**config.mk**
```make
export PLATFORM = sky130hd
export DESIGN_NAME = ufp_mem_responder
export DESIGN_NICKNAME = d
export VERILOG_FILES = /design/src/rtl/ufp_mem_responder_pkg.sv /design/src/rtl/ufp_mem_responder_slot.sv /design/src/rtl/ufp_mem_responder.sv
export SDC_FILE = /design/constraint.sdc
export NUM_CORES = 1
export LEC_CHECK = 0
export CAP_MARGIN = 10
export CORE_ASPECT_RATIO = 2
export CORE_MARGIN = 2
export CORE_UTILIZATION = 45
export DETAILED_ROUTE_END_ITERATION = 7
export MAX_ROUTING_LAYER = met4
export PLACE_DENSITY = 0.81
export SETUP_SLACK_MARGIN = 0.4
export SKIP_LAST_GASP = 1
export SLEW_MARGIN = 20
export SYNTH_ARGS = -nofsm -noshare
export SYNTH_HDL_FRONTEND = slang
export SYNTH_SLANG_ARGS = --single-unit
```
**constraint.sdc**
```tcl
create_clock -name clk -period 12.2 [get_ports clk]
set_clock_uncertainty 0.1 [all_clocks]
set_input_delay 2.44 -clock clk [delete_from_list [all_inputs] [get_ports clk]]
set_output_delay 2.44 -clock clk [all_outputs]
set_load 0.1 [all_outputs]
```
**src/rtl/ufp_mem_responder_pkg.sv**
```systemverilog
// Shared types and helpers for the ufp memory responder.
// Defines the FSM state, the captured request record and the port owner tag.
package ufp_rsp_pkg;

    typedef enum logic [1:0] {
        IDLE,
        ISSUE,
        WAIT,
        RESP
    } state_t;

    typedef struct packed {
        logic [31:0] addr;
        logic [3:0]  rmask;
        logic [3:0]  wmask;
        logic [31:0] wdata;
    } ufp_req_t;

    typedef enum logic {
        OWN_IMEM,
        OWN_DMEM
    } owner_t;

    // A request is present whenever either mask is nonzero.
    function automatic logic req_pulse(ufp_req_t r);
        return (|r.rmask) || (|r.wmask);
    endfunction

    // Writes take precedence when both masks are set.
    function automatic logic req_is_write(ufp_req_t r);
        return |r.wmask;
    endfunction

    // Backing memory is word addressed; drop the byte offset.
    function automatic logic [31:0] word_addr(logic [31:0] a);
        return a & 32'hFFFF_FFFC;
    endfunction

endpackage

```
**src/rtl/ufp_mem_responder_slot.sv**
```systemverilog
// Single pending-request slot for one core port (module ufp_req_slot).
// Captures a request pulse when empty, or when being freed on the same edge;
// pulses into an occupied slot are dropped.
module ufp_req_slot
    import ufp_rsp_pkg::*;
(
    input  logic     clk,
    input  logic     rst,
    input  ufp_req_t req,
    input  logic     free,
    output logic     full,
    output ufp_req_t held
);

    logic take;

    assign take = req_pulse(req) && (!full || free);

    // Occupancy flag: set on capture, cleared when the responder frees the slot.
    // NOTE: clocked state always uses non-blocking assignments so every flop
    // samples pre-edge values regardless of process ordering.
    always_ff @(posedge clk) begin
        if (rst) begin
            full <= 1'b0;
        end else if (take) begin
            full <= 1'b1;
        end else if (free) begin
            full <= 1'b0;
        end
    end

    // Request payload, loaded on capture.
    // NOTE: the payload carries no reset; it is only consumed while full is set,
    // and downstream outputs are gated by the FSM state.
    always_ff @(posedge clk) begin
        if (take) begin
            held <= req;
        end
    end

endmodule

```
**src/rtl/ufp_mem_responder.sv**
```systemverilog
// ufp_mem_responder: serialises the core's imem/dmem request pulses onto one
// single-outstanding word memory port and returns one-cycle response pulses.
// Build option: define UFP_RSP_RR_ARB_EN for round-robin arbitration
// (dmem wins the first tie); otherwise fixed priority selected by IMEM_FIRST.
module ufp_mem_responder
    import ufp_rsp_pkg::*;
#(
    parameter int unsigned WDT_W      = 10,
    parameter int unsigned IMEM_FIRST = 0
) (
    input  logic        clk,
    input  logic        rst,
    input  logic [31:0] imem_addr,
    input  logic [3:0]  imem_rmask,
    output logic [31:0] imem_rdata,
    output logic        imem_resp,
    input  logic [31:0] dmem_addr,
    input  logic [3:0]  dmem_rmask,
    input  logic [3:0]  dmem_wmask,
    input  logic [31:0] dmem_wdata,
    output logic [31:0] dmem_rdata,
    output logic        dmem_resp,
    output logic        mem_req,
    output logic        mem_we,
    output logic [31:0] mem_addr,
    output logic [3:0]  mem_wmask,
    output logic [31:0] mem_wdata,
    input  logic        mem_gnt,
    input  logic        mem_rvalid,
    input  logic [31:0] mem_rdata,
    output logic        err_timeout
);

    // Watchdog fires on the wait cycle where the count would reach all-ones.
    localparam logic [WDT_W-1:0] WDT_LAST = {{(WDT_W-1){1'b1}}, 1'b0};

    state_t           state;
    state_t           state_next;
    owner_t           owner;
    owner_t           winner;
    logic [WDT_W-1:0] wdt;
    logic             timeout;

    ufp_req_t imem_req_in;
    ufp_req_t dmem_req_in;
    ufp_req_t imem_held;
    ufp_req_t dmem_held;
    ufp_req_t cur;
    logic     imem_full;
    logic     dmem_full;
    logic     any_full;

    assign imem_req_in = '{addr: imem_addr, rmask: imem_rmask, wmask: 4'h0, wdata: 32'h0};
    assign dmem_req_in = '{addr: dmem_addr, rmask: dmem_rmask, wmask: dmem_wmask, wdata: dmem_wdata};

    ufp_req_slot u_imem_slot (
        .clk  (clk),
        .rst  (rst),
        .req  (imem_req_in),
        .free (imem_resp),
        .full (imem_full),
        .held (imem_held)
    );

    ufp_req_slot u_dmem_slot (
        .clk  (clk),
        .rst  (rst),
        .req  (dmem_req_in),
        .free (dmem_resp),
        .full (dmem_full),
        .held (dmem_held)
    );

    assign any_full = imem_full || dmem_full;
    assign cur      = (owner == OWN_IMEM) ? imem_held : dmem_held;
    assign timeout  = (state == WAIT) && !mem_rvalid && (wdt == WDT_LAST);

`ifdef UFP_RSP_RR_ARB_EN
    owner_t last_served;

    // Round-robin pick: on a tie the port served most recently loses.
    always_comb begin
        if (imem_full && dmem_full) begin
            winner = (last_served == OWN_IMEM) ? OWN_DMEM : OWN_IMEM;
        end else if (imem_full) begin
            winner = OWN_IMEM;
        end else begin
            winner = OWN_DMEM;
        end
    end

    // Remember the last port chosen; starts as imem so dmem takes the first tie.
    always_ff @(posedge clk) begin
        if (rst) begin
            last_served <= OWN_IMEM;
        end else if (state == IDLE && any_full) begin
            last_served <= winner;
        end
    end
`else
    localparam owner_t TIE_WINNER = (IMEM_FIRST != 0) ? OWN_IMEM : OWN_DMEM;

    // Fixed-priority pick: the preferred port always wins a tie.
    always_comb begin
        if (imem_full && dmem_full) begin
            winner = TIE_WINNER;
        end else if (imem_full) begin
            winner = OWN_IMEM;
        end else begin
            winner = OWN_DMEM;
        end
    end
`endif

    // FSM state register.
    always_ff @(posedge clk) begin
        if (rst) begin
            state <= IDLE;
        end else begin
            state <= state_next;
        end
    end

    // FSM next-state logic.
    // NOTE: the default assignment on entry keeps this block free of inferred latches.
    always_comb begin
        state_next = state;
        unique case (state)
            IDLE:  if (any_full)              state_next = ISSUE;
            ISSUE: if (mem_gnt)               state_next = req_is_write(cur) ? RESP : WAIT;
            WAIT:  if (mem_rvalid || timeout) state_next = RESP;
            RESP:                             state_next = IDLE;
            default:                          state_next = IDLE;
        endcase
    end

    // FSM outputs: memory request while issuing, owner response pulse in RESP.
    always_comb begin
        mem_req   = 1'b0;
        mem_we    = 1'b0;
        mem_addr  = '0;
        mem_wmask = '0;
        mem_wdata = '0;
        imem_resp = 1'b0;
        dmem_resp = 1'b0;
        if (state == ISSUE) begin
            mem_req   = 1'b1;
            mem_we    = req_is_write(cur);
            mem_addr  = word_addr(cur.addr);
            mem_wmask = req_is_write(cur) ? cur.wmask : cur.rmask;
            mem_wdata = cur.wdata;
        end
        if (state == RESP) begin
            imem_resp = (owner == OWN_IMEM);
            dmem_resp = (owner == OWN_DMEM);
        end
    end

    // Latch the arbitration winner as the owner of the next transaction.
    always_ff @(posedge clk) begin
        if (rst) begin
            owner <= OWN_IMEM;
        end else if (state == IDLE && any_full) begin
            owner <= winner;
        end
    end

    // Watchdog counts read-wait cycles and is zero whenever not waiting.
    always_ff @(posedge clk) begin
        if (rst) begin
            wdt <= '0;
        end else if (state == WAIT && state_next == WAIT) begin
            wdt <= wdt + 1'b1;
        end else begin
            wdt <= '0;
        end
    end

    // Sticky timeout flag, cleared only by reset.
    always_ff @(posedge clk) begin
        if (rst) begin
            err_timeout <= 1'b0;
        end else if (timeout) begin
            err_timeout <= 1'b1;
        end
    end

    // Register read data into the owner's rdata as the read completes; zero on timeout.
    always_ff @(posedge clk) begin
        if (rst) begin
            imem_rdata <= '0;
            dmem_rdata <= '0;
        end else if (state == WAIT && (mem_rvalid || timeout)) begin
            if (owner == OWN_IMEM) begin
                imem_rdata <= mem_rvalid ? mem_rdata : 32'h0;
            end else begin
                dmem_rdata <= mem_rvalid ? mem_rdata : 32'h0;
            end
        end
    end

endmodule
```
# After elaboration in Yosys (flattened, before gate mapping)
# Cells that the tools add are included.
# classes
n_bitwise	2
addsub	1
n_reduce_logical	26
eq_ne	5
mux	21
# ops
op	n
32-bit two-way mux	3
72-bit two-way mux	1
4-bit OR reduction	4
1-bit two-way mux	11
10-bit by 1-bit adder with 10-bit output (second input constant)	1
10-bit equality test (second input constant)	1
1-bit logical AND	8
4-bit two-way mux	2
2-bit case mux with 4 select lines	1
2-bit equality test (second input constant)	3
2-bit two-way mux	3
1-bit logical OR	5
2-bit AND reduction	2
2-bit nonzero test	2
1-bit logical NOT	3
2-bit by 1-bit equality test with 1-bit output (second input constant)	1
2-bit logical NOT	1
1-bit NOT	2
2-bit OR reduction	1
# word_totals
inputBits	144
register_bits	188
output_inout_bits	137

# Depth between registers and ports, before layout
# Gate-level depths: netlist of the first run.
# logic_depth
depth_word	10
ltp_mapped	8
ltp_nobuf	6

# Modules after synthesis
# From an unflattened synthesis of the first run, not the netlist that was laid out.
# hier_totals
cells_unflattened	689
area_unflattened_um2	8675.8
# modules_own_cells
mod	seq_area_each_um2	area_per_inst_um2	cells_per_inst	instances
ufp_req_slot	2182.1	2227.1	78	2
ufp_mem_responder	1561.5	4221.5	533	1

# Worst setup path after synthesis of the first run
# No wires, ideal clock.
# synth_path
kind	in2reg
start	in dmem_wmask[0]
end	reg u_dmem_slot.held[0] (netlist name) (enable)
path_stages	3
arrival_time_ps	5976
setup_ps	521
n_path_buf	0
required_ps	11579
path_slack_ps	5603
path_cell_list	or4_1 > nor2_1 > a21oi_1
# synth_via
elab_chain_cells	3
# synth_rtl
item	line_no	rtl
start: declaration	ufp_mem_responder.sv:19	input logic [3:0] dmem_wmask,
4-bit OR reduction	ufp_mem_responder_pkg.sv:26	return (|r.rmask) || (|r.wmask);
1-bit logical OR	ufp_mem_responder_pkg.sv:26	
1-bit logical AND	ufp_mem_responder_slot.sv:17	assign take = req_pulse(req) && (!full || free);
net u_dmem_slot.take	ufp_mem_responder_slot.sv:15	logic take;
end signal: assignment	ufp_mem_responder_slot.sv:37	held <= req;
end: declaration	ufp_mem_responder_slot.sv:12	output ufp_req_t held
# The timed path passes the listed nets, and every way through them passes these cells.
# A chain may end at the register's enable or synchronous reset.

# Final worst setup path of the first run
# layout_path
start	reg state[1]
end	out mem_wmask[2]
# layout_via
elab_chain_cells	2
# layout_rtl
item	line_no	rtl
start: declaration	ufp_mem_responder.sv:37	state_t state;
start signal: assignment	ufp_mem_responder.sv:120	state <= state_next;
2-bit by 1-bit equality test with 1-bit output	ufp_mem_responder.sv:146	if (state == ISSUE) begin
4-bit two-way mux	ufp_mem_responder.sv:146	
end: declaration	ufp_mem_responder.sv:26	output logic [3:0] mem_wmask,
# Every way passes these cells.

==> impl.org, run 1 <==
** Clocking
- For this design, the CTS-stage hold fixing added 0 buffers.
- The tree is rooted in a sky130_fd_sc_hd__clkbuf_16.
- TritonCTS built the clock tree.
- CTS clock-pin slew for the worst setup and hold paths :: 70 ps
- Post-CTS Setup Inserts :: 0
- Clock latency on the worst-skew pair, taken at its later pin, is 430 ps.
- Total clock sinks :: 184
- The clock passes through at most 2 buffers.
- Maximum level of the CTS H-tree :: 4
- Post-CTS repair changed the size of 0 cells.
- TritonCTS buffer count :: 17

** Critical path
- CP Max Fanout :: 39
- Slowest CP cell :: sky130_fd_sc_hd__clkdlybuf4s50_1
- R2r startpoint :: owner$_SDFFE_PP0P_
- Arr. time, crit path :: 3620 ps
- R2R setup slack :: around 9600 ps
- On the worst path, the slowest cell contributes a delay of between 1000 and 1500 ps.
- Kind of cell adding the most delay to the critical path :: buffers and inverters
- Setup crit start kind :: flop
- Endpoint kind of the worst setup timing path :: primary output
- The critical path starts at state[1]$_SDFF_PP0_.
- Endpoint of the worst setup timing path :: mem_wmask[2]
- Bufs and invs on worst path :: 3
- The worst setup path is of the reg2out kind.
- Critical register-to-register path endpoint :: u_dmem_slot.held[7]$_DFFE_PP_
- At the worst endpoint, the required time is 9660 ps.
- Instance count on the critical path :: 6
- Cells along the critical path :: nand2b_1, buf_4, inv_1, o21ai_0, a21oi_1, clkdlybuf4s50_1
- R2R cell count :: 3

** Place
- Routability-driven placement finished with a final weighted congestion of 0.781.
- Area post-placement :: 0.00989 sq mm
- Port buffer count :: approximately 270
- After legalization and detailed placement, the total HPWL measured around 13000 um.
- In this run, placement finished with an instance count of 1041.

** Cells and area
- Post-layout nets :: 1008
- Commonest cells after routing, fill and taps aside :: 272 x sky130_fd_sc_hd__clkdlybuf4s50_1, 104 x sky130_fd_sc_hd__edfxtp_1, 79 x sky130_fd_sc_hd__dfxtp_1
- The number of antenna diodes in the final layout is 0.
- Post-route cell area :: about 0.010 sq mm
- Leaving out filler cells and counting taps, the final layout contains around 1100.
- In the final layout, the share of cells above drive strength 1 is 6.06%.
- Filler cell count in the final layout :: 1192
- Area Growth Syn to Fin :: 48.0%
- Most common cell after layout, fill and taps aside :: sky130_fd_sc_hd__clkdlybuf4s50_1

** Timing
- Transition time of the tightest slew-check pin :: around 1100 ps
- Final number of max-transition violations :: 0
- Based on the critical path, the design can be clocked at up to ~0.16 GHz.
- Setup violations remaining at the end of the flow were counted as 0.
- The worst path uses 50.5% of the clock period.
- The total count of hold-check failures in the final report was 0.
- Setup total negative slack :: 0 ps
- In this run the tightest slew margin relative to its limit is approximately 29%.
- Minimum clock period :: 6160 ps
- RSZ-0062 raised after global routing :: false

** Synthesis
- FF+latch count, synth :: around 180
- Of the synthesized area, sequential elements account for 66.8%.
- Summing every instance area after synthesis gives 0.00707 sq mm.
- Synthesized instance count :: 612
- The netlist uses 35 different library cells.
- The average instance in the mapped netlist occupies 11.6 sq um.
- Synth warnings :: 0

** Route
- Aggregate routed wire length :: 19300 um
- Detailed-router iteration count before antenna repair :: 4
- First DRT Iteration DRCs :: 228
- Dividing the detail-routed wire length by the instance count gives 18.0 um.
- Total vias in the final route :: 5611
- Using the TritonRoute via totals, the vias-per-cell ratio works out to approximately 5.2.
- In the routed design, unresolved DRC markers number 0.
- In this run the remaining antenna-violating nets after routing total 0.

** GRT
- After global routing the overflow that remains totals 0.
- Maximum number of pins on one net before global-route repair :: 72
- Wire length of the first global-routing pass :: just under 30000 um
- The number of global-route vias before repair is 5706.
- Global routing consumed, over all layers together, 23.7% of the routing resources.
- The number of antenna violations at the first check in global routing is 0.

** Die
- In this run the vertical extent of the chip is 181 um.
- The region available for standard cell placement spans between 0.015 and 0.02 sq mm.
- Full die area :: 0.0168 sq mm
- Top-level I/O count :: 281
- Once the floorplan was initialized, standard cells occupied 46.0% of the core.
- The die is 92.6 um wide.
- Number of placement rows :: 64

** Power and ir drop
- Summing internal, switching and leakage power gives 1520 uW.
- Ratio of total power to cell area :: between 100 and 150 mW/mm^2
- Across the VDD grid, the largest voltage drop is around 0.093 mV.
- Summed over all cells, the static leakage comes to 0.00366 uW.

** Status
- The flow ran to the end, and the final reports show no timing, DRC or antenna violations.

** Run
- Max-capacitance violation count :: 0

** Min path
- Path class of the lowest-slack min-delay path :: reg2reg
## report_power, final
group,internal (uW),total [uW],switching (uW),leakage [uW]
sequential,685,696,11.6,0.00166
clock,301,537,236,0.000294
combinational,87.3,289,202,0.00171
## synth_stat cells (all sizes together)
cell type  instances  area, sq um
edfxtp           104         3120
nor2              52          195
nand4              3         25.0
a311o              1         10.0
ha                 2         25.0
inv                5         18.8
a21oi             79          395
nand2b             4         25.0
a22oi              1         7.51
nor2b              1         6.26
nand3             67          335
clkbuf            37          139
and2b              1         7.51
mux2i             30          300
o21ai             69          349
or3b               1         8.76
and4               1         8.76
nor4               3         18.8
conb               1         3.75
nor3               2         10.0
xnor2              3         26.3
o41a               1         11.3
and3              32          200
or4                2         15.0
xor2               5         43.8
buf               16          123
dfxtp             80         1600
nand2              8         32.5
and2               1         6.26
## final cells by class
cell class | count | area (sq um) | area share [%]
clock buffers | 19 | 464 | 4.43
clock inverters | 13 | 115 | 1.10
inverters | 5 | 18.8 | 0.179
multi-input cells | 371 | 2100 | 20.0
flip-flops and latches | 184 | 4730 | 45.1
well taps | 198 | 248 | 2.37
repair buffers | 283 | 2800 | 26.8
## layer usage
metal	routed length (um)	share of wire (%)	vias up	global-route usage, %
met2	10400	54	219	41.8
li1	-	-	2717	-
met4	563	2.9	0	10.0
met5	0	0	-	-
met1	6890	36	2635	23.9
met3	1480	7.7	40	7.13
## state kept, by name (all words and copies together), names as in the netlist
| name | count |
|---|---|
| u_dmem_slot.held | 70 |
| u_imem_slot.full | 1 |
| u_dmem_slot.full | 1 |
| state | 2 |
| wdt | 10 |
| err_timeout | 1 |
| u_imem_slot.held | 34 |
| imem_rdata | 32 |
| dmem_rdata | 32 |
| owner | 1 |
## worst min-delay path: cells and delay by family, from the launching register on
family          cells  cell delay [ps]
flops               1              320
compound gates      2              110
## cell families (layout without fill, tap and decap cells)
group,count (synthesis),after routing,share of synthesized area (%)
AOI/OAI and AO/OA,151,151,10.9
xor gates and xnor gates,8,8,0.991
adders and majority gates,2,2,0.354
buffers and inverters,58,320,3.96
DFF,184,184,66.8
muxes,30,30,4.25
other,1,2,0.0530
and+or+nand+nor,178,178,12.7
## how the worst min path moves through the flow
stage / from / end / slack (ps) / cells past startpoint
floorplan: wdt[0]$_SDFF_PP0_ / wdt[0]$_SDFF_PP0_ / 340 / 1
global placement: dmem_rdata[21]$_SDFFE_PP0P_ / dmem_rdata[21]$_SDFFE_PP0P_ / 350 / 2
detailed placement: err_timeout$_SDFFE_PP0P_ / err_timeout$_SDFFE_PP0P_ / 360 / 2
CTS: dmem_rdata[21]$_SDFFE_PP0P_ / dmem_rdata[21]$_SDFFE_PP0P_ / 370 / 2
global route: dmem_rdata[21]$_SDFFE_PP0P_ / dmem_rdata[21]$_SDFFE_PP0P_ / 390 / 2
finish: dmem_rdata[21]$_SDFFE_PP0P_ / dmem_rdata[21]$_SDFFE_PP0P_ / 370 / 2
## stage by stage
step | setup slack (ps) | hold slack, ps | util, %
2_1_floorplan | 5600 | 337 | -
3_3_place_gp | 6550 | 348 | 64.3
5_1_grt | 5780 | 389 | 68.1
6_report | 6040 | 370 | 68.1
4_1_cts | 6010 | 371 | 68.1
3_5_place_dp | 6490 | 362 | 64.3
(Power assumes the default switching activity.)
==> run 2: changes to the inputs <==
CORE_UTILIZATION = 43   (was 45)
PLACE_DENSITY = 0.77   (was 0.81)
clock period = 6.4 ns   (was 12.2 ns; I/O delays follow)
==> impl.org, run 2 (synthesized netlist as in run 1, its figures left out) <==
** Cells and area
- Non-filler cells, final :: 1081 (was 1073)
- Registers with the most flip-flops: u_dmem_slot.held: 70 flops, u_imem_slot.held: 34 flops (unchanged).
- Most common cell after layout, fill and taps aside :: sky130_fd_sc_hd__clkdlybuf4s50_1 (unchanged)
- The share of final-layout standard cells stronger than drive strength 1 came to 5.94% (was 6.06%).
- Post-layout nets :: 1008 (unchanged)
- Max reg flops :: 70 (unchanged)
- The register bank with the most flops is u_dmem_slot.held (unchanged).
- Commonest cells after routing, fill and taps aside: 272 x sky130_fd_sc_hd__clkdlybuf4s50_1, 104 x sky130_fd_sc_hd__edfxtp_1, 79 x sky130_fd_sc_hd__dfxtp_1 (unchanged).
- Area Growth Syn to Fin :: 48.2% (was 48.0%)

** Min path
- Beginning of the worst hold path :: dmem_rdata[21]$_SDFFE_PP0P_ (unchanged)
- The type of the most critical hold path was reg2reg (unchanged).

** Die
- The initial core utilization came to 43.7% (was 46.0%).
- Top-level I/O count :: 281 (unchanged)
- Horiz. Die Dim :: 94.7 um (was 92.6 um)
- Die height :: 185 um (was 181 um)
- The die footprint came to 0.0175 sq mm (was 0.0168 sq mm).
- Number of placement rows :: 66 (was 64)
- The floorplan core area is 0.0162 sq mm (was 0.0154 sq mm).

** GRT
- Number of global-route vias before repair :: 5422 (was 5706)
- Overall Global Routing Usage :: 22.6% (was 23.7%)
- Initial antenna violation count :: 1 (was 0)
- The maximum number of pins on one net before global-route repair is 81 (was 72).
- The global-route wire length before repair came to 29300 um (was 29600 um).
- The total overflow reported by the global router came to 0 (unchanged).

** Route
- The number of antenna-violating nets in the routed design was 0 (unchanged).
- The first-pass detailed-route iteration total was 4 (unchanged).
- Aggregate routed wire length :: 19600 um (was 19300 um)
- The number of DRC markers in iteration 0 is 274 (was 228).
- The routed via count is 5627 (was 5611).
- Post-detailed-route DRC marker count :: 0 (unchanged)
- Average detailed-routed wire length per instance :: 18.1 um (was 18.0 um)
- Average vias per placed instance :: 5.21 (was 5.23)

** Timing
- The worst-margin pin slew is 1050 ps (was 1060 ps).
- The aggregate negative setup slack is 0 ps (unchanged).
- Highest Clock Rate :: 0.203 GHz
- The final setup slack of the worst path was 1480 ps (was 6040 ps).
- Minimum clock period :: slightly below 5000 ps
- RSZ-0062 raised after global routing :: false (unchanged)
- Period Utilization, post-route :: 76.9%
- The final-report setup violation count was 0 (unchanged).
- Total count of hold-check failures in the final report :: 0 (unchanged)
- Tightest slew margin relative to the limit :: 30.1% (was 29.3%)
- Final number of max-transition violations :: 0 (unchanged)

** Critical path
- The worst-path maximum fanout came to 39 (unchanged).
- Endpoint kind of the worst setup timing path :: primary output (unchanged)
- The startpoint of the most critical register-to-register path is owner$_SDFFE_PP0P_ (unchanged).
- The critical path arrival is 3540 ps (was 3620 ps).
- Crit path kind :: reg2out (unchanged)
- The startpoint kind of the worst setup timing path is a flop (unchanged).
- The critical path startpoint was state[0]$_SDFF_PP0_ (was state[1]$_SDFF_PP0_).
- Worst Path Required :: 5020 ps (was 9660 ps)

** Clocking
- CTS clock-pin slew for the worst setup and hold paths :: 70 ps (about the same)
- Insertion delay of the later-clocked pin in the worst-skew pair :: 430 ps (about the same)
- The worst-case clock buffer depth is 2 (unchanged).
- The buffers inserted during post-CTS setup optimization is 0 (unchanged).
- The CTS root buffer is sky130_fd_sc_hd__clkbuf_16 (unchanged).
- Maximum level of the CTS H-tree :: 4 (unchanged)
- Hold_buf cts :: 0 (unchanged)
- # resized after CTS :: 0 (unchanged)
- Clock tree from TritonCTS :: yes (unchanged)
- The number of sinks on the clock net is 184 (unchanged).
- TritonCTS buffer count :: 17 (unchanged)

** Power and ir drop
- Ratio of total power to cell area :: 277 mW/mm^2 (was 145 mW/mm^2)
- IR Drop Worst-Case VDD :: 0.197 mV (was 0.0931 mV)
- Total power after layout :: 2900 uW (was 1520 uW)
- Cell leakage power :: 0.00366 uW (about the same)

** Place
- Routability congestion estimate from global placement :: 0.788 (was 0.781)
- Cell Count Post-Placement :: 1047 (was 1041)
- The detailed placer's ending HPWL came to 13400 um (about the same).
- The setup slack at placement was 1920 ps (was 6490 ps).
- Port buffer count :: 274 (unchanged)

** Status
- Outcome :: complete, no violations (unchanged)

** Run
- The reported max-cap violation count is 0 (unchanged).
==> run 2: changes by cell type in the layout (fill, tap and decap cells not counted), moves of 2 or more <==
cell,change
sky130_fd_sc_hd__inv_6,+4
sky130_fd_sc_hd__clkinv_2,-3
sky130_fd_sc_hd__diode_2,+2
sky130_fd_sc_hd__inv_4,-2
==> run 2: worst max-delay path: stages, from the launching register on <==
cell and delay (ps):
sky130_fd_sc_hd__dfxtp_1 430, sky130_fd_sc_hd__nand2b_1 80, sky130_fd_sc_hd__buf_4 250, sky130_fd_sc_hd__inv_1 790, sky130_fd_sc_hd__o21ai_0 210, sky130_fd_sc_hd__a21oi_1 180, sky130_fd_sc_hd__clkdlybuf4s50_1 1160
==> run 2: per-stage QoR <==
step | cell area, sq um | hold WS [ps] | utilization, %
finish | 10500 | 371 | 64.8
global route | 10500 | 391 | 64.8
CTS | 10500 | 377 | 64.7
detailed placement | 9900 | 363 | 61.1
global placement | 9900 | 353 | 61.1
floorplan | 7080 | 337 | -
==> run 2: cell type report <==
type                    count  area [sq um]
inverters                   5          18.8
flip-flops and latches    184          4730
multi-input cells         371          2090
clock buffers              20           478
diodes                      2          5.00
repair buffers            283          2800
well taps                 204           255
clock inverters            12           103
fillers                  1315          5700
==> run 2: final timing paths <==
check / to / slack, ps / cells after the start
worst max-delay path: mem_wmask[2] / 1480 / 6
worst min-delay path: dmem_rdata[21]$_SDFFE_PP0P_ / 370 / 2
worst max register to register: u_dmem_slot.held[14]$_DFFE_PP_ / 3540 / 3
worst min register to register: dmem_rdata[21]$_SDFFE_PP0P_ / 370 / 2
==> run 2: power by group <==
part           leakage (uW)  internal, uW  switching [uW]  total (uW)
clock network      0.000286           554             466        1020
logic               0.00170           166             375         541
registers           0.00167          1300            33.1        1340
==> run 2: layer usage <==
metal / global-route usage, % / vias up / wire (um)
li1: - / 2720 / -
met1: 25.3 / 2684 / 7270
met2: 38.4 / 199 / 10600
met3: 5.78 / 24 / 1260
met4: 8.70 / 0 / 470
met5: - / - / 0
==> run 3: changes to the inputs <==
clock period = 4.8 ns   (was 6.4 ns; I/O delays follow)
==> impl.org, run 3 (synthesized netlist as in run 1, its figures left out) <==
** Cells and area
- Most common cell after layout, fill and taps aside :: sky130_fd_sc_hd__clkdlybuf4s50_1 (unchanged)
- Post-layout nets :: 1009 (was 1008)
- Commonest cells after routing, fill and taps aside: 214 x sky130_fd_sc_hd__clkdlybuf4s50_1, 104 x sky130_fd_sc_hd__edfxtp_1, 79 x sky130_fd_sc_hd__dfxtp_1 (was 272 x sky130_fd_sc_hd__clkdlybuf4s50_1, 104 x sky130_fd_sc_hd__edfxtp_1, 79 x sky130_fd_sc_hd__dfxtp_1).
- Share of post-route cells with drive strength above 1 :: 12.5% (was 5.94%)
- The flip-flop count of the largest register, all copies and words added was 70 (unchanged).
- The register bank with the most flops is u_dmem_slot.held (unchanged).
- Registers with the most flip-flops :: u_dmem_slot.held: 70 flops, u_imem_slot.held: 34 flops (unchanged)
- Area Growth Syn to Fin :: 46.7% (was 48.2%)

** Timing
- In the finished design, the share of the clock period the worst path needs comes to 83.8%.
- Post-layout worst setup margin :: 778 ps (was 1480 ps)
- The smallest hold slack is 361 ps (was 371 ps).
- RSZ-0062 raised after global routing: false (unchanged).
- The aggregate negative setup slack was 0 ps (unchanged).
- Minimum clock period :: 4020 ps
- Final number of max-transition violations :: 0 (unchanged)
- Highest Clock Rate :: between 0.2 and 0.25 GHz
- The total count of hold-check failures in the final report is 0 (unchanged).
- Setup-failing EPs final :: 0 (unchanged)
- Tightest slew margin relative to the limit :: 26.2% (was 30.1%)
- The worst-margin pin slew is 1110 ps (was 1050 ps).

** GRT
- Maximum number of pins on one net before global-route repair :: 71 (was 81)
- Total gr overflow :: 0 (unchanged)
- Wire length of the first global-routing pass :: 28800 um (was 29300 um)
- Overall Global Routing Usage :: 22.3% (was 22.6%)
- The number of global-route vias before repair came to 5432 (was 5422).
- The number of antenna violations at the first check in global routing came to 1 (unchanged).

** Critical path
- Critical register-to-register path endpoint :: u_dmem_slot.held[12]$_DFFE_PP_ (was u_dmem_slot.held[14]$_DFFE_PP_)
- The buffer and inverter count on the worst path is 2 (was 3).
- The nature of the critical path endpoint is a primary output (unchanged).
- The worst-path maximum fanout came to 22 (was 39).
- Crit path kind :: reg2out (unchanged)
- R2r startpoint :: owner$_SDFFE_PP0P_ (unchanged)
- The register-to-register path setup slack came to 1890 ps (was 3540 ps).
- The top cell family by delay on the critical path is simple AND/OR/NAND/NOR gates (was buffers and inverters).
- Worst Path Required :: 3740 ps (was 5020 ps)
- Arr. time, crit path :: 2960 ps (was 3540 ps)
- The startpoint kind of the worst setup timing path is a flop (unchanged).
- Worst stage delay on the critical path :: 850 ps (was 1160 ps)
- Cells along the critical path :: nand2b_1, clkinvlp_4, and3_1, buf_4 (was nand2b_1, buf_4, inv_1, o21ai_0, a21oi_1, clkdlybuf4s50_1)
- Slowest CP cell :: sky130_fd_sc_hd__nand2b_1 (was sky130_fd_sc_hd__clkdlybuf4s50_1)
- R2R cell count :: 4 (was 3)

** Clocking
- CTS clock-pin slew for the worst setup and hold paths :: 60 ps (was 70 ps)
- TritonCTS buffer count :: 17 (unchanged)
- Maximum level of the CTS H-tree :: 4 (unchanged)
- Post-CTS Setup Inserts :: 0 (unchanged)
- Root Driver :: sky130_fd_sc_hd__clkbuf_16 (unchanged)
- Insertion delay of the later-clocked pin in the worst-skew pair :: 430 ps (about the same)
- Hold_buf cts :: 0 (unchanged)
- # resized after CTS :: 0 (unchanged)
- Total clock sinks :: 184 (unchanged)
- The worst-case clock buffer depth came to 2 (unchanged).
- The TritonCTS clock tree is yes (unchanged).

** Status
- Outcome :: complete, no violations (unchanged)

** Power and ir drop
- The power density normalized to cell area was 380 mW/mm^2 (was 277 mW/mm^2).
- IR Drop Worst-Case VDD :: 0.303 mV (was 0.197 mV)
- The total leakage power is 0.00376 uW (was 0.00366 uW).
- Total power after layout :: 3940 uW (was 2900 uW)

** Min path
- The endpoint of the worst hold path was dmem_rdata[21]$_SDFFE_PP0P_ (unchanged).
- The type of the most critical hold path is reg2reg (unchanged).
- Depth of the worst hold-timing path :: 2 (unchanged)
- Beginning of the worst hold path :: dmem_rdata[21]$_SDFFE_PP0P_ (unchanged)

** Die
- Horiz. Die Dim :: 94.7 um (unchanged)
- The floorplan core area came to 0.0162 sq mm (unchanged).
- The row count is 66 (unchanged).
- The die footprint came to 0.0175 sq mm (unchanged).
- The number of ports placed on the die boundary was 281 (unchanged).
- Initial Util :: 43.7% (unchanged)
- The height of the die was 185 um (unchanged).

** Route
- Count of antenna-violating nets left after detailed routing :: 0 (unchanged)
- First DRT Iteration DRCs :: 245 (was 274)
- The routed via count was 5585 (was 5627).
- The wire length after detailed routing is 19400 um (was 19600 um).
- The ratio of routed vias to standard cells came to 5.17 (was 5.21).
- Average detailed-routed wire length per instance :: 18.0 um (was 18.1 um)
- The DRC violation count after routing came to 0 (unchanged).
- The first-pass detailed-route iteration total was 4 (unchanged).

** Place
- Routability congestion estimate from global placement :: 0.804 (was 0.788)
- The detailed placer's ending HPWL was 13500 um (was 13400 um).
- The count of input and output buffers was 274 (unchanged).
- The setup slack at placement was 1070 ps (was 1920 ps).

** Run
- The reported max-cap violation count was 0 (unchanged).
run 3: cell types whose count changed in the layout (fill, tap and decap cells not counted), moves of 2 or more:
cell	delta
sky130_fd_sc_hd__buf_4	+58
sky130_fd_sc_hd__clkdlybuf4s50_1	-58
sky130_fd_sc_hd__inv_6	-6
sky130_fd_sc_hd__bufinv_16	+4
sky130_fd_sc_hd__clkinv_1	+3
sky130_fd_sc_hd__clkinvlp_2	+3
sky130_fd_sc_hd__clkbuf_8	-2
sky130_fd_sc_hd__clkinvlp_4	+2
run 3: worst max-delay path by stage:
stage | start | endpoint | slack, ps | cells after the start
after CTS | state[0]$_SDFF_PP0_ | mem_wmask[1] | 600 | 5
after global placement | state[0]$_SDFF_PP0_ | mem_wmask[1] | 1100 | 5
after floorplan | state[1]$_SDFF_PP0_ | mem_wmask[0] | 770 | 6
after global routing | state[1]$_SDFF_PP0_ | mem_wdata[19] | 520 | 4
after detailed placement | state[0]$_SDFF_PP0_ | mem_wmask[1] | 1070 | 5
final | state[1]$_SDFF_PP0_ | mem_wdata[25] | 780 | 4
run 3: where the power goes:
group | internal [uW] | leakage [uW] | switching (uW) | total [uW]
sequential | 1740 | 0.00167 | 28.8 | 1770
combinational | 212 | 0.00181 | 517 | 729
clock | 862 | 0.000284 | 583 | 1450
total | 2810 | 0.00376 | 1130 | 3940
run 3: routing by layer:
metal	global-route usage (%)	vias up	wire, um
met5	-	-	0
met4	7.94	0	380
met3	6.71	21	1450
met2	39.0	200	10600
met1	23.6	2646	6990
li1	-	2718	-
run 3: worst reg2reg max path, delay by kind of cell (launching register included):
kind	cells	cell delay, ps
buf+inv	2	1330
flops	1	550
simple gates	1	310
compound gates	1	210
run 3: metrics by stage:
stage	cells	util, %	area [sq um]
2_1_floorplan	613	-	7080
3_3_place_gp	1047	60.2	9750
3_5_place_dp	1047	60.2	9750
4_1_cts	1078	64.0	10400
5_1_grt	1080	64.1	10400
6_report	1080	64.1	10400
run 3: area by class of cell:
type	count	area, sq um
Multi-Input combinational cell	371	2100
Clock inverter	14	180
Tap cell	204	255
Inverter	5	22.5
Timing Repair Buffer	283	2660
Timing Repair inverter	1	7.51
Antenna cell	1	2.50
Sequential cell	184	4730
Fill cell	1316	5810
Clock buffer	17	425
